<file path="config.mk">
export PLATFORM = sky130hd
export DESIGN_NAME = uart_prog_loader
export DESIGN_NICKNAME = d
export VERILOG_FILES = /design/src/rtl/loader_pkg.sv /design/src/rtl/loader_word_packer.sv /design/src/rtl/uart_prog_loader.sv
export SDC_FILE = /design/constraint.sdc
export NUM_CORES = 1
export LEC_CHECK = 0
export ABC_AREA = 1
export BUFFER_PORTS_ARGS = -buffer_cell sky130_fd_sc_hd__buf_4
export CORE_ASPECT_RATIO = 1.75
export CORE_MARGIN = 2
export CORE_UTILIZATION = 25
export CTS_CLUSTER_DIAMETER = 40
export DETAILED_ROUTE_END_ITERATION = 7
export PLACE_DENSITY = 0.47
export SYNTH_ARGS = -nofsm -noshare
export SYNTH_HDL_FRONTEND = slang
export SYNTH_SLANG_ARGS = --single-unit
export TNS_END_PERCENT = 10
</file>
<file path="constraint.sdc">
create_clock -name clk -period 2.25 [get_ports clk]
set_clock_uncertainty 0.2 [all_clocks]
set_input_delay 0.3375 -clock clk [delete_from_list [all_inputs] [get_ports clk]]
set_output_delay 0.3375 -clock clk [all_outputs]
set_load 0.005 [all_outputs]
</file>
<file path="src/rtl/loader_pkg.sv">
// Shared types and protocol bytes for the UART program loader.
package loader_pkg;
  typedef enum logic [2:0] {IDLE, LEN, DATA, WRITE, CSUM, ACK, ERR} state_e;

  localparam logic [7:0] SYNC_BYTE = 8'hA5;
  localparam logic [7:0] ACK_BYTE  = 8'h06;
  localparam logic [7:0] NAK_BYTE  = 8'h15;
endpackage

</file>
<file path="src/rtl/loader_word_packer.sv">
// Assembles received bytes into a little-endian 32-bit word and keeps a running XOR
// of the bytes that belong to the program image.
module loader_word_packer (
  input  logic        clk,
  input  logic        rst_n,
  input  logic        clr,
  input  logic        byte_vld,
  input  logic        csum_en,
  input  logic [7:0]  byte_in,
  output logic [31:0] word,
  output logic [7:0]  csum,
  output logic        word_full
);
  logic [1:0] idx;

  // High in the cycle the byte that completes the current word is presented.
  assign word_full = byte_vld && (idx == 2'd3);

  always_ff @(posedge clk or negedge rst_n) begin
    if (!rst_n) begin
      word <= '0;
      idx  <= '0;
      csum <= '0;
    end else if (clr) begin
      word <= '0;
      idx  <= '0;
      csum <= '0;
    end else if (byte_vld) begin
      word[{idx, 3'b000} +: 8] <= byte_in;
      idx                      <= idx + 2'd1;
      if (csum_en) csum <= csum ^ byte_in;
    end
  end
endmodule

</file>
<file path="src/rtl/uart_prog_loader.sv">
// Loads a program image from the UART into memory as LE words and replies ACK/NAK.
// Optional inter-byte timeout enabled by defining LOADER_TIMEOUT_EN.
module uart_prog_loader
  import loader_pkg::*;
#(
  parameter int                ADDR_W      = 32,
  parameter logic [ADDR_W-1:0] BASE_ADDR   = '0,
  parameter int                MAX_WORDS   = 16384,
  parameter int                TIMEOUT_CYC = 1000000
) (
  input  logic              clk,
  input  logic              rst_n,
  input  logic              rx_ready,
  input  logic [7:0]        rx_data,
  input  logic              tx_busy,
  output logic              tx_start,
  output logic [7:0]        tx_data,
  output logic [ADDR_W-1:0] mem_addr,
  output logic [31:0]       mem_wdata,
  output logic              mem_we,
  input  logic              mem_ready,
  output logic              cpu_hold,
  output logic              done,
  output logic              error
);
  localparam int CNT_W = $clog2(MAX_WORDS + 1);

  state_e           state, nxt;
  logic [CNT_W-1:0] n_words, wcnt, wcnt_inc;
  logic [31:0]      pk_word, len_full;
  logic [7:0]       pk_csum;
  logic             pk_full, pk_clr, pk_vld, accept, tmo;

  assign pk_clr    = (state == IDLE) && rx_ready && (rx_data == SYNC_BYTE);
  assign pk_vld    = rx_ready && (state == LEN || state == DATA);
  assign len_full  = {rx_data, pk_word[23:0]};
  assign wcnt_inc  = wcnt + 1'b1;
  // A byte arriving while a write is pending is an overrun: the request is withdrawn at once.
  assign mem_we    = (state == WRITE) && !rx_ready;
  assign accept    = mem_we && mem_ready;
  assign mem_wdata = pk_word;

  loader_word_packer u_packer (
    .clk      (clk),
    .rst_n    (rst_n),
    .clr      (pk_clr),
    .byte_vld (pk_vld),
    .csum_en  (state == DATA),
    .byte_in  (rx_data),
    .word     (pk_word),
    .csum     (pk_csum),
    .word_full(pk_full)
  );

`ifdef LOADER_TIMEOUT_EN
  localparam int TW = $clog2(TIMEOUT_CYC + 1);
  logic [TW-1:0] tmo_cnt;
  logic          tmo_run;

  assign tmo_run = state inside {LEN, DATA, CSUM};
  assign tmo     = tmo_run && !rx_ready && (tmo_cnt == TW'(TIMEOUT_CYC - 1));

  // Holds its value across WRITE so memory back-pressure does not count as line silence.
  always_ff @(posedge clk or negedge rst_n) begin
    if (!rst_n)                                tmo_cnt <= '0;
    else if (rx_ready || !(tmo_run || state == WRITE)) tmo_cnt <= '0;
    else if (tmo_run)                          tmo_cnt <= tmo_cnt + 1'b1;
  end
`else
  logic unused_tmo;
  assign unused_tmo = (TIMEOUT_CYC == 0);
  assign tmo        = 1'b0;
`endif

  always_ff @(posedge clk or negedge rst_n) begin
    if (!rst_n) state <= IDLE;
    else        state <= nxt;
  end

  always_comb begin
    nxt = state;
    case (state)
      IDLE:  if (pk_clr) nxt = LEN;
      LEN: begin
        if (tmo) nxt = ERR;
        else if (pk_full) begin
          if (len_full == '0)                   nxt = CSUM;
          else if (len_full > 32'(MAX_WORDS))   nxt = ERR;
          else                                  nxt = DATA;
        end
      end
      DATA:  if (tmo) nxt = ERR; else if (pk_full) nxt = WRITE;
      WRITE: if (rx_ready) nxt = ERR; else if (mem_ready) nxt = (wcnt_inc == n_words) ? CSUM : DATA;
      CSUM:  if (tmo) nxt = ERR; else if (rx_ready) nxt = (rx_data == pk_csum) ? ACK : ERR;
      ACK, ERR: if (!tx_busy) nxt = IDLE;
      default: nxt = IDLE;
    endcase
  end

  always_ff @(posedge clk or negedge rst_n) begin
    if (!rst_n) begin
      tx_start <= 1'b0;
      tx_data  <= '0;
      mem_addr <= BASE_ADDR;
      cpu_hold <= 1'b0;
      done     <= 1'b0;
      error    <= 1'b0;
      wcnt     <= '0;
      n_words  <= '0;
    end else begin
      tx_start <= 1'b0;
      if (pk_clr) begin
        cpu_hold <= 1'b1;
        done     <= 1'b0;
        error    <= 1'b0;
        mem_addr <= BASE_ADDR;
        wcnt     <= '0;
      end
      if (state == LEN && nxt == DATA) n_words <= len_full[CNT_W-1:0];
      if (accept) begin
        mem_addr <= mem_addr + ADDR_W'(4);
        wcnt     <= wcnt_inc;
      end
      // Status, hold release and sticky flags all update on the edge that launches the reply.
      if ((state == ACK || state == ERR) && !tx_busy) begin
        tx_start <= 1'b1;
        tx_data  <= (state == ACK) ? ACK_BYTE : NAK_BYTE;
        cpu_hold <= 1'b0;
        done     <= (state == ACK);
        error    <= (state == ERR);
      end
    end
  end
endmodule
</file>
Word level (Yosys, flattened, before mapping) --
Cells that the tools add are included.
Word-level totals: bits in registers 119, input bits 13, output and inout port bits 77
Operators by class: add/sub/neg operators 4, magnitude comparators 1, equality and inequality tests 11, shifts and indexed selects 2, muxes and demuxes 31, bitwise logic cells 1, reductions and logical operators 20
Operators with widths (number):
- $mux W32 | 4
- $add A32 B3 Y32 const B | 1
- $bwmux W32 | 1
- $gt A32 B15 Y1 const B | 1
- $logic_not A32 Y1 | 1
- $shift A8 B7 Y32 const A | 1
- $shiftx A8 B7 Y32 | 1
- $mux W15 | 2
- $mux W3 | 10
- $mux W8 | 3
- $pmux W3 S6 | 1
- $add A15 B1 Y15 const B | 1
- $eq A15 B15 Y1 | 1
- $eq A3 B2 Y1 const B | 3
- $eq A3 B3 Y1 const B | 3
- $eq A8 B8 Y1 | 1
- $eq A8 B8 Y1 const B | 1
- $logic_and A1 B1 Y1 | 8
- $reduce_bool A2 Y1 | 4
- $xor A8 B8 Y8 | 1
- $neg A5 Y7 | 1
- $mux W1 | 6
- $mux W2 | 3
- $mux W5 | 1
- other kinds (8) | 10

Logic depth before layout (Yosys ltp) --
Gate-level depths: netlist of run 1.
word-level depth 8, gate-level depth with buffers 19, gate-level depth less buffers 18

Cells and area by module --
A second synthesis of run 1 with hierarchy kept.
Unflattened totals: cells, all modules 821, area, all modules 6357.3 µm²
By module, submodules not included:
- uart_prog_loader | times used 1, cells an instance 578, area each 4302.9 µm²
- loader_word_packer | times used 1, cells an instance 243, area each 2054.5 µm²

Least setup slack after synthesis of run 1 --
Ideal clock, no wire load.
kind reg2reg, start register wcnt[0], end register n_words[10], library setup time 117 ps, arrival 1891 ps, data required time 1933 ps, slack 42 ps, cell stages (with the launch flop) 16, buffers on the path 1, clock period less this slack 2208 ps, cells stage by stage dfrtp_1 > ha_1 > nand2_1 > nor2_1 > nand3_1 > nand2_1 > nor2_1 > nor2_1 > nand2_1 > nor2_1 > nand3_2 > nand3_2 > nand2_4 > buf_4 > nand4_1 > nand2_1
Between the ends: longest elaborated chain between the ends 8
Ends and longest elaborated chain:
- from (decl) | RTL line uart_prog_loader.sv:29 | logic [CNT_W-1:0] n_words, wcnt, wcnt_inc;
- from (signal assigned) | RTL line uart_prog_loader.sv:122 | wcnt <= wcnt_inc;
- $add A15 B1 Y15 | RTL line uart_prog_loader.sv:37 | assign wcnt_inc = wcnt + 1'b1;
- $eq A15 B15 Y1 | RTL line uart_prog_loader.sv:93 | WRITE: if (rx_ready) nxt = ERR; else if (mem_ready) nxt = (wcnt_inc == n_words) ? CSUM : DATA;
- $mux W3 (3 in a row) | RTL line uart_prog_loader.sv:93
- $pmux W3 S6 | RTL line uart_prog_loader.sv:82 | case (state)
- $eq A3 B2 Y1 | RTL line uart_prog_loader.sv:119 | if (state == LEN && nxt == DATA) n_words <= len_full[CNT_W-1:0];
- $logic_and A1 B1 Y1 | RTL line uart_prog_loader.sv:119
- to (signal assigned) | RTL line uart_prog_loader.sv:119
- to (decl) | RTL line uart_prog_loader.sv:29
No other way between the ends. A chain may end at the register's enable or synchronous reset.

Final worst setup path of run 1 --
start register wcnt[0], end register n_words[9]
The elaborated chain is that of the path after synthesis.

==> metrics.txt, run 1 <==
outcome=finished, violations left; failing checks=setup timing; Internal=5.16 mW; layout cell share with drive strength beyond 1=0.267; #FFs+latches synth=112; kind of critical path=reg2reg; row count=75; synth top area cells=dfrtp_1, nand2_1, inv_1; most numerous cell in the Yosys netlist=nand2_1; total power=8.59 mW; Post-synth ARST share=1.00; Die Span X=122 um; Placer Congestion=0.843; Logic pwr share=0.444; Met1 Wirelength=7.09 mm; NetSw=3.43 mW; # setup viols final=16; Flop pwr share=0.371; Syn. warnings=0; crit start category=register; final setup margin=-0.0886 ns; H-tree depth=3; DR top layer=met4; Top FF cell, synth=dfrtp_1; WP data arrival=2.40 ns; DR WL/cell=15.4 um; post-route cell area=8110 um^2; dpl ws=-0.223 ns; Core Area=23900 um^2; Clock Tree Root=clkbuf_16; syn_area_per_cell=7.90 um^2; io pins=90; Die ar.=25600 um^2; Clock power frac=0.185; # Max-Cap Violations=0; vias per cell=4.60; register area share after synthesis=0.462; nets=949; mapped cell area=6070 um^2; CTS max path bufs=2; GRT Overall Usage=0.155; Tcrit/Tclk final=1.04; RSZ-0062 raised after global routing=yes; Yosys top cell by area=dfrtp_1; Setup crit end kind=register; Post-synth top cells=nand2_1, dfrtp_1, inv_1, nor2_1, nand3_1; grt total ovfl=0; number of synthesized flops with an enable pin=0; Area Overhead vs Synth=33.6%; die height=210 um; Initial Utilization=0.254; worst hold-check path type=in2reg; CTS Buf Count=9; ANT nets after route=0; I/O Buffers=83; Crit Path Max Fanout=7; Post-Synthesis Cells=768; number of remaining DRC errors=0; Final Routed Wirelength=19.1 mm; via count=5711; Power Dens Cells=1060 nW/um^2; Reg clk slew, reported paths=0.08 ns; ANT cells=0; Critical Path RT=2.31 ns; routed wl met3=624 um; Placed Area=7640 um^2; initial antenna violation count=0; final hold vios=0; first-pass GRT wire length=30.5 mm; vias in the first global route=5802; FMAX=428 MHz; hold slack=0.0800 ns; Sw Ratio=0.399; worst skew pair latency=0.37 ns; Slew Limit Fails=0; Clock Sinks=112; Worst VDD drop=0.517 mV; Pleak=4.00 nW; pin count of the biggest net entering global routing=39; hpwl dp=14.9 mm; Detailed Routing Iterations Pass 1=7; CTS tree=yes; 1st-iter DRT viols=208; top-area cell type share of the netlist area=0.462; met2 routed WL=10.7 mm; Yosys cell types=47; Tmin final=2.34 ns
[path summary, 6_finish.rpt]
kind	start	to	slack (ns)	cells past startpoint
setup / recovery	wcnt[0]	n_words[9]	-0.09	15
hold / removal	rx_data[4]	u_packer.word[20]	0.08	3
setup reg to reg	wcnt[0]	n_words[9]	-0.09	15
hold reg to reg	tx_data[2]	tx_data[2]	0.28	1
max in group asynchronous	rst_n	u_packer.idx[1]	1.05	3
min in group asynchronous	rst_n	mem_addr[21]	0.20	2
[per-stage QoR]
step,utilization,cells,TNS (ns)
6_report,0.339,1242,-1.18
2_1_floorplan,-,773,0
5_1_grt,0.339,1242,-4.07
3_3_place_gp,0.319,1221,-2.70
3_5_place_dp,0.319,1221,-3.46
4_1_cts,0.332,1238,-1.53
[layer usage]
layer  track usage  up-vias
li1              -     2866
met4        0.0686        0
met3        0.0300       33
met5             0        -
met2         0.291       88
met1         0.163     2724
[critical path, stage by stage, from the launching register on]
cell     delay [ns]
dfrtp_1        0.43
buf_6          0.14
nand2_4        0.04
nor2_4         0.22
buf_6          0.14
nand3_1        0.07
nand2_1        0.08
nand2_2        0.07
xnor2_2        0.13
nor2_1         0.11
nand3_2        0.11
nand3_2        0.09
nand2_4        0.10
buf_12         0.16
nand4_1        0.07
nand2_2        0.06
[power by group through the flow]
stage / clock (mW) / sequential [mW] / combinational [mW]
6_report: 1.59 / 3.19 / 3.81
5_1_grt: 1.73 / 3.28 / 4.29
4_1_cts: 1.67 / 3.18 / 3.73
2_1_floorplan: 0 / 3.12 / 1.99
3_5_place_dp: 0 / 3.21 / 3.69
3_3_place_gp: 0 / 3.21 / 3.67
[layout make-up]
cell class,instances,area (um^2)
fill,2538,15800
multi-input combinational,531,2890
sequential,112,2800
timing repair buffer,166,1340
inverter,109,409
tap,308,385
clock buffer,10,239
clock inverter,6,43.8
[registers in the layout (all words and copies together), names as in the netlist]
name and cells:
state 3, u_packer.csum 8, tx_data 3, u_packer.idx 2, error 1, wcnt 15, mem_addr 30, cpu_hold 1
tx_start 1, u_packer.word 32, n_words 15, done 1
[placed cells by master (no fill, tap or decap), drive strengths merged, types with 21 or more instances in the layout]
master / count
a21oi: 24
buf: 165
dfrtp: 112
inv: 110
nand2: 188
nand3: 67
nand4: 42
nor2: 73
o21ai: 34
o22ai: 21
[repair_timing]
| item | 4_1_cts | 5_1_grt |
|---|---|---|
| resized for setup | 7 | 36 |
| hold buffers | 1 | 0 |
| hold endpoints to repair | 88 | 0 |
| setup endpoints to repair | 19 | 37 |
| gates cloned | 0 | 1 |
| setup buffers | 0 | 3 |
| pin swaps | 1 | 19 |
[kinds of logic after synthesis]
logic type | Yosys count | synth area share
compound gates | 102 | 0.101
xor+xnor | 11 | 0.0159
fa+ha+maj | 7 | 0.0144
buf+inv | 131 | 0.0886
flops | 112 | 0.462
mux | 13 | 0.0231
other cells | 1 | 0.000618
simple gates | 391 | 0.295
Note: power is estimated with default switching activity, not from simulation.
==> run 2: changes to the inputs <==
Settings changed: GPL_TIMING_DRIVEN set to 0.
==> metrics.txt, run 2 (synthesis gave the netlist of run 1 again) <==
Worst Max-Slew Pin Slew=0.655 ns; hold slack=0.0926 ns; Finished Core Util=0.327; Hold Path End=u_packer.word[27]; grt total ovfl=0; Die Span X=122 um; CP peak stage delay=0.43 ns; worst hold-check path type=in2reg; CP delay by family, top=simple AND/OR/NAND/NOR gates; worst skew pair latency=0.36 ns; die height=210 um; total power=8.47 mW; most common cell after layout, fill and taps aside=nand2_1; CTS max path bufs=2; final hold vios=0; Slew Limit Fails=0; Setup Total Neg Slack=-2.82 ns; Critical Path RT=2.35 ns; ANT nets after route=0; met2 routed WL=10.7 mm; Final Routed Wirelength=19.1 mm; final instance count without filler cells=1192; kind of critical path=reg2reg; R2R Path End=n_words[13]; Area Overhead vs Synth=28.9%; Placer Congestion=0.847; CTS Buf Count=9; Logic pwr share=0.402; Power Dens Cells=1080 nW/um^2; DR top layer=met4; number of remaining DRC errors=0; NetSw=3.40 mW; vias in the first global route=5590; # Max-Cap Violations=0; Crit-path slowest cell=dfrtp_2; # fillers=2587; GRT Overall Usage=0.153; Worst VDD drop=0.451 mV; Levels on crit path=18; I/O Buffers=83; Crit Path Max Fanout=6; RSZ-0062 raised after global routing=yes; CTS tree=yes; WP data arrival=2.55 ns; post-route cell area=7820 um^2; routed wl met3=436 um; Sw Ratio=0.401; Initial Utilization=0.254; failing checks=setup timing; max FFs per register=32; hpwl dp=14.6 mm; worst path bufs/invs=3; H-tree depth=3; Tcrit/Tclk final=1.09; hold path depth=3; Placed Area=7130 um^2; # setup viols final=19; FF-to-FF Start=wcnt[0]; row count=75; 1st-iter DRT viols=189; Rel. slew slack=0.561; layout cell share with drive strength beyond 1=0.226; HP Start=rx_data[3]; Detailed Routing Iterations Pass 1=6; Pleak=3.78 nW; crit start category=register; ANT cells=0; Core Area=23900 um^2; biggest regs=u_packer.word (32), mem_addr (30); Inst Count DP=1165; Worst R2R Setup Slack=-0.20 ns; Top reg by flops=u_packer.word; most frequent CP cell=nand2_1; initial antenna violation count=0; vias per cell=4.72; worst-path cell chain=buf_4, nand3_1, nor2_4, nand2_1, nand2_1, nand2_1, nand2_1, nand2_1, inv_1, nand2_1, nor2_2, nand3_2, nand3_2, nand2_4, nand3_4, clkbuf_16, nand2_1, nand2_1; R2R depth=18; commonest non-fill, non-tap cells in the layout=nand2_1, dfrtp_1, inv_1; FMAX=408 MHz; first-pass GRT wire length=30.4 mm; dpl ws=-1.26 ns; Reg clk slew, reported paths=0.08 ns; Internal=5.08 mW; final setup margin=-0.200 ns; Die ar.=25600 um^2; via count=5627; Flop pwr share=0.385; Tmin final=2.45 ns; outcome=finished, violations left; Clock power frac=0.213; Setup crit end kind=register; Met1 Wirelength=7.36 mm; pin count of the biggest net entering global routing=59; DR WL/cell=16.0 um; io pins=90; nets=899; Clock Tree Root=clkbuf_16; Clock Sinks=112
[run 2: worst max path at each step]
stage | startpoint | end
final | wcnt[0] | n_words[13]
after global routing | wcnt[5] | n_words[5]
after CTS | wcnt[0] | n_words[6]
after detailed placement | rx_data[1] | wcnt[13]
after global placement | rx_data[1] | wcnt[13]
after floorplan | wcnt[0] | n_words[10]
[run 2: routing by layer]
| layer | global-route usage | up-vias |
|---|---|---|
| met1 | 0.166 | 2714 |
| met5 | 0 | - |
| met4 | 0.0650 | 0 |
| met2 | 0.292 | 107 |
| li1 | - | 2777 |
| met3 | 0.0195 | 29 |
[run 2: what timing repair did]
action,4_1_cts,5_1_grt
gates resized for setup,47,20
pin swaps,6,2
gates cloned,0,1
hold buffers,1,0
setup endpoints to repair,85,62
buffers inserted,7,3
hold endpoints to repair,54,0
[run 2: power by group through the flow]
stage               Sequential [mW]  Clock [mW]  Combinational, mW
floorplan                      3.12           0               1.99
global placement               3.28           0               3.12
detailed placement             3.27           0               3.16
CTS                            3.26        1.86               3.34
global route                   3.37        1.92               3.86
finish                         3.27        1.80               3.41
[run 2: final cells by class]
| type | instances | area (um^2) | area share |
|---|---|---|---|
| tap | 308 | 385 | 0.0493 |
| sequential | 112 | 2810 | 0.359 |
| buffer | 21 | 145 | 0.0186 |
| clock inverter | 7 | 105 | 0.0134 |
| multi-input combinational | 530 | 2950 | 0.377 |
| timing repair buffer | 96 | 790 | 0.101 |
| clock buffer | 9 | 225 | 0.0288 |
| inverter | 109 | 409 | 0.0523 |
[run 2: tightest hold or removal path, stage by stage]
cell and delay, ns:
buf_4 0.15, inv_1 0.06, o31ai_1 0.06
==> run 3: changes to the inputs <==
Settings changed: SYNTH_HIERARCHICAL set to 1.
==> metrics.txt, run 3 <==
io pins=90; largest family of logic cells by synthesized area=simple AND/OR/NAND/NOR gates; CTS tree=yes; worst-path cell chain=ha_4, nand2_4, nor2_4, nand2_2, inv_2, nand2_1, nand2_1, nand2_1, nand2_1, nand2_1, nor2_2, nand3_2, nand2_2, nand2_1, nand2_1, nand2_1, nand2_2, nand2_4, buf_4, nand3_1, nand2_1; most frequent CP cell=nand2_1; commonest non-fill, non-tap cells in the layout=nand2_1, buf_4, dfrtp_1; CTS max path bufs=2; Final Routed Wirelength=20.2 mm; Critical Path RT=2.32 ns; worst skew pair latency=0.38 ns; Syn. warnings=6; Detailed Routing Iterations Pass 1=4; #FFs+latches synth=112; Met1 Wirelength=7.58 mm; Post-synth top cells=nand2_1, dfrtp_1, inv_1, nor2_1, nand3_1; dpl ws=-0.615 ns; most common cell after layout, fill and taps aside=nand2_1; Clock Sinks=112; Worst VDD drop=0.499 mV; mux contribution to synthesized area=0.00787; kind of critical path=reg2reg; Die ar.=26800 um^2; Inst Count DP=1226; DR WL/cell=15.9 um; grt total ovfl=0; # Max-Cap Violations=0; worst hold-check path type=in2reg; Setup Total Neg Slack=-4.33 ns; crit start category=register; HP Start=rx_data[5]; die height=215 um; max FFs per register=32; synth top area cells=dfrtp_1, nand2_1, inv_1; post-synthesis simple-gate area fraction=0.365; hpwl dp=15.1 mm; final hold vios=0; Top reg by flops=u_packer/word; Pleak=4.07 nW; CP delay by family, top=simple AND/OR/NAND/NOR gates; GRT Overall Usage=0.151; Power Dens Cells=985 nW/um^2; CTS Buf Count=9; Clock Tree Root=clkbuf_16; ANT nets after route=0; syn_area_per_cell=7.74 um^2; Crit-path slowest cell=dfrtp_2; CP peak stage delay=0.45 ns; Tcrit/Tclk final=1.12; Rel. slew slack=0.618; Slew Limit Fails=0; Reg clk slew, reported paths=0.09 ns; Initial Utilization=0.253; Placer Congestion=0.790; Worst R2R Setup Slack=-0.27 ns; first-pass GRT wire length=31.8 mm; number of remaining DRC errors=0; FMAX=397 MHz; number of synthesized flops with an enable pin=0; Yosys top cell by area=dfrtp_1; failing checks=setup timing; Yosys cell types=46; worst path bufs/invs=2; final instance count without filler cells=1269; vias in the first global route=5904; register area share after synthesis=0.441; outcome=finished, violations left; Crit Path Max Fanout=7; Core Area=25100 um^2; final setup margin=-0.269 ns; Finished Core Util=0.328; Synth Area in Compound Gates=0.0754; Post-Synth Adder-Cell Area=0.0138; worst setup path startpoint=wcnt[0]; DR top layer=met4; nets=968; via count=5809; 1st-iter DRT viols=312; row count=77; Post-Synthesis Cells=821; ANT cells=0; Multi-input gate area=3310 um^2; WP data arrival=2.59 ns; Area Overhead vs Synth=29.8%; total power=8.13 mW; H-tree depth=3; Post-synth ARST share=1.00; I/O Buffers=83; routed wl met3=488 um; # setup viols final=25; met2 routed WL=11.7 mm; initial antenna violation count=0; Worst Max-Slew Pin Slew=0.568 ns; Tmin final=2.52 ns; Top FF cell, synth=dfrtp_1; most numerous cell in the Yosys netlist=nand2_1; layout cell share with drive strength beyond 1=0.258; hold slack=0.0603 ns; vias per cell=4.58; Setup crit end kind=register; top-area cell type share of the netlist area=0.441; FF+latch area=2810 um^2; mapped cell area=6360 um^2; RSZ-0062 raised after global routing=yes; # fillers=2633; Die Span X=125 um; post-route cell area=8250 um^2; FF-to-FF Start=wcnt[0]; pin count of the biggest net entering global routing=61; biggest regs=u_packer/word (32), mem_addr (30); Placed Area=7450 um^2; Synth Area in XOR/XNOR=0.0161
==> run 3: final timing paths <==
| path | to | cells after the start |
|---|---|---|
| min in group asynchronous | u_packer/word[0] | 2 |
| max in group asynchronous | wcnt[10] | 3 |
| setup reg to reg | n_words[0] | 21 |
| hold / removal | u_packer/word[21] | 3 |
| setup / recovery | n_words[0] | 21 |
| hold reg to reg | tx_data[2] | 1 |
==> run 3: repair_timing <==
item	in CTS	in global routing
pin swaps	17	17
setup endpoints to repair	83	65
endpoints found under the hold margin	52	0
buffers inserted	22	3
gates resized for setup	53	24
hold buffers	1	0
cloned	1	0
==> run 3: tightest hold or removal path: stages <==
cell     delay (ns)
buf_4          0.14
nand4_1        0.08
nand2_1        0.04
==> run 3: per-layer routing <==
metal / track usage / vias up
met2: 0.308 / 87
met5: 0 / -
li1: - / 2926
met3: 0.0217 / 16
met1: 0.154 / 2780
met4: 0.0483 / 0
==> run 3: final cells by class <==
cell class,instances,share of cell area
Clock buffer,11,0.0294
Clock inverter,5,0.00774
Tap cell,316,0.0479
Inverter,95,0.0441
Multi-Input combinational cell,598,0.401
Timing Repair Buffer,111,0.110
Buffer,21,0.0191
Sequential cell,112,0.341
==> run 3: cell families after synthesis <==
family,count (synthesis)
mux,5
simple gates,488
other cells,1
compound gates,82
fa+ha+maj,7
xor+xnor,10
buf+inv,116
flops,112
==> run 3: power breakdown <==
part | total, mW | internal (mW) | switching [mW]
clock | 1.76 | 0.910 | 0.846
sequential | 3.06 | 2.50 | 0.562
combinational | 3.31 | 1.47 | 1.84
total | 8.13 | 4.88 | 3.25
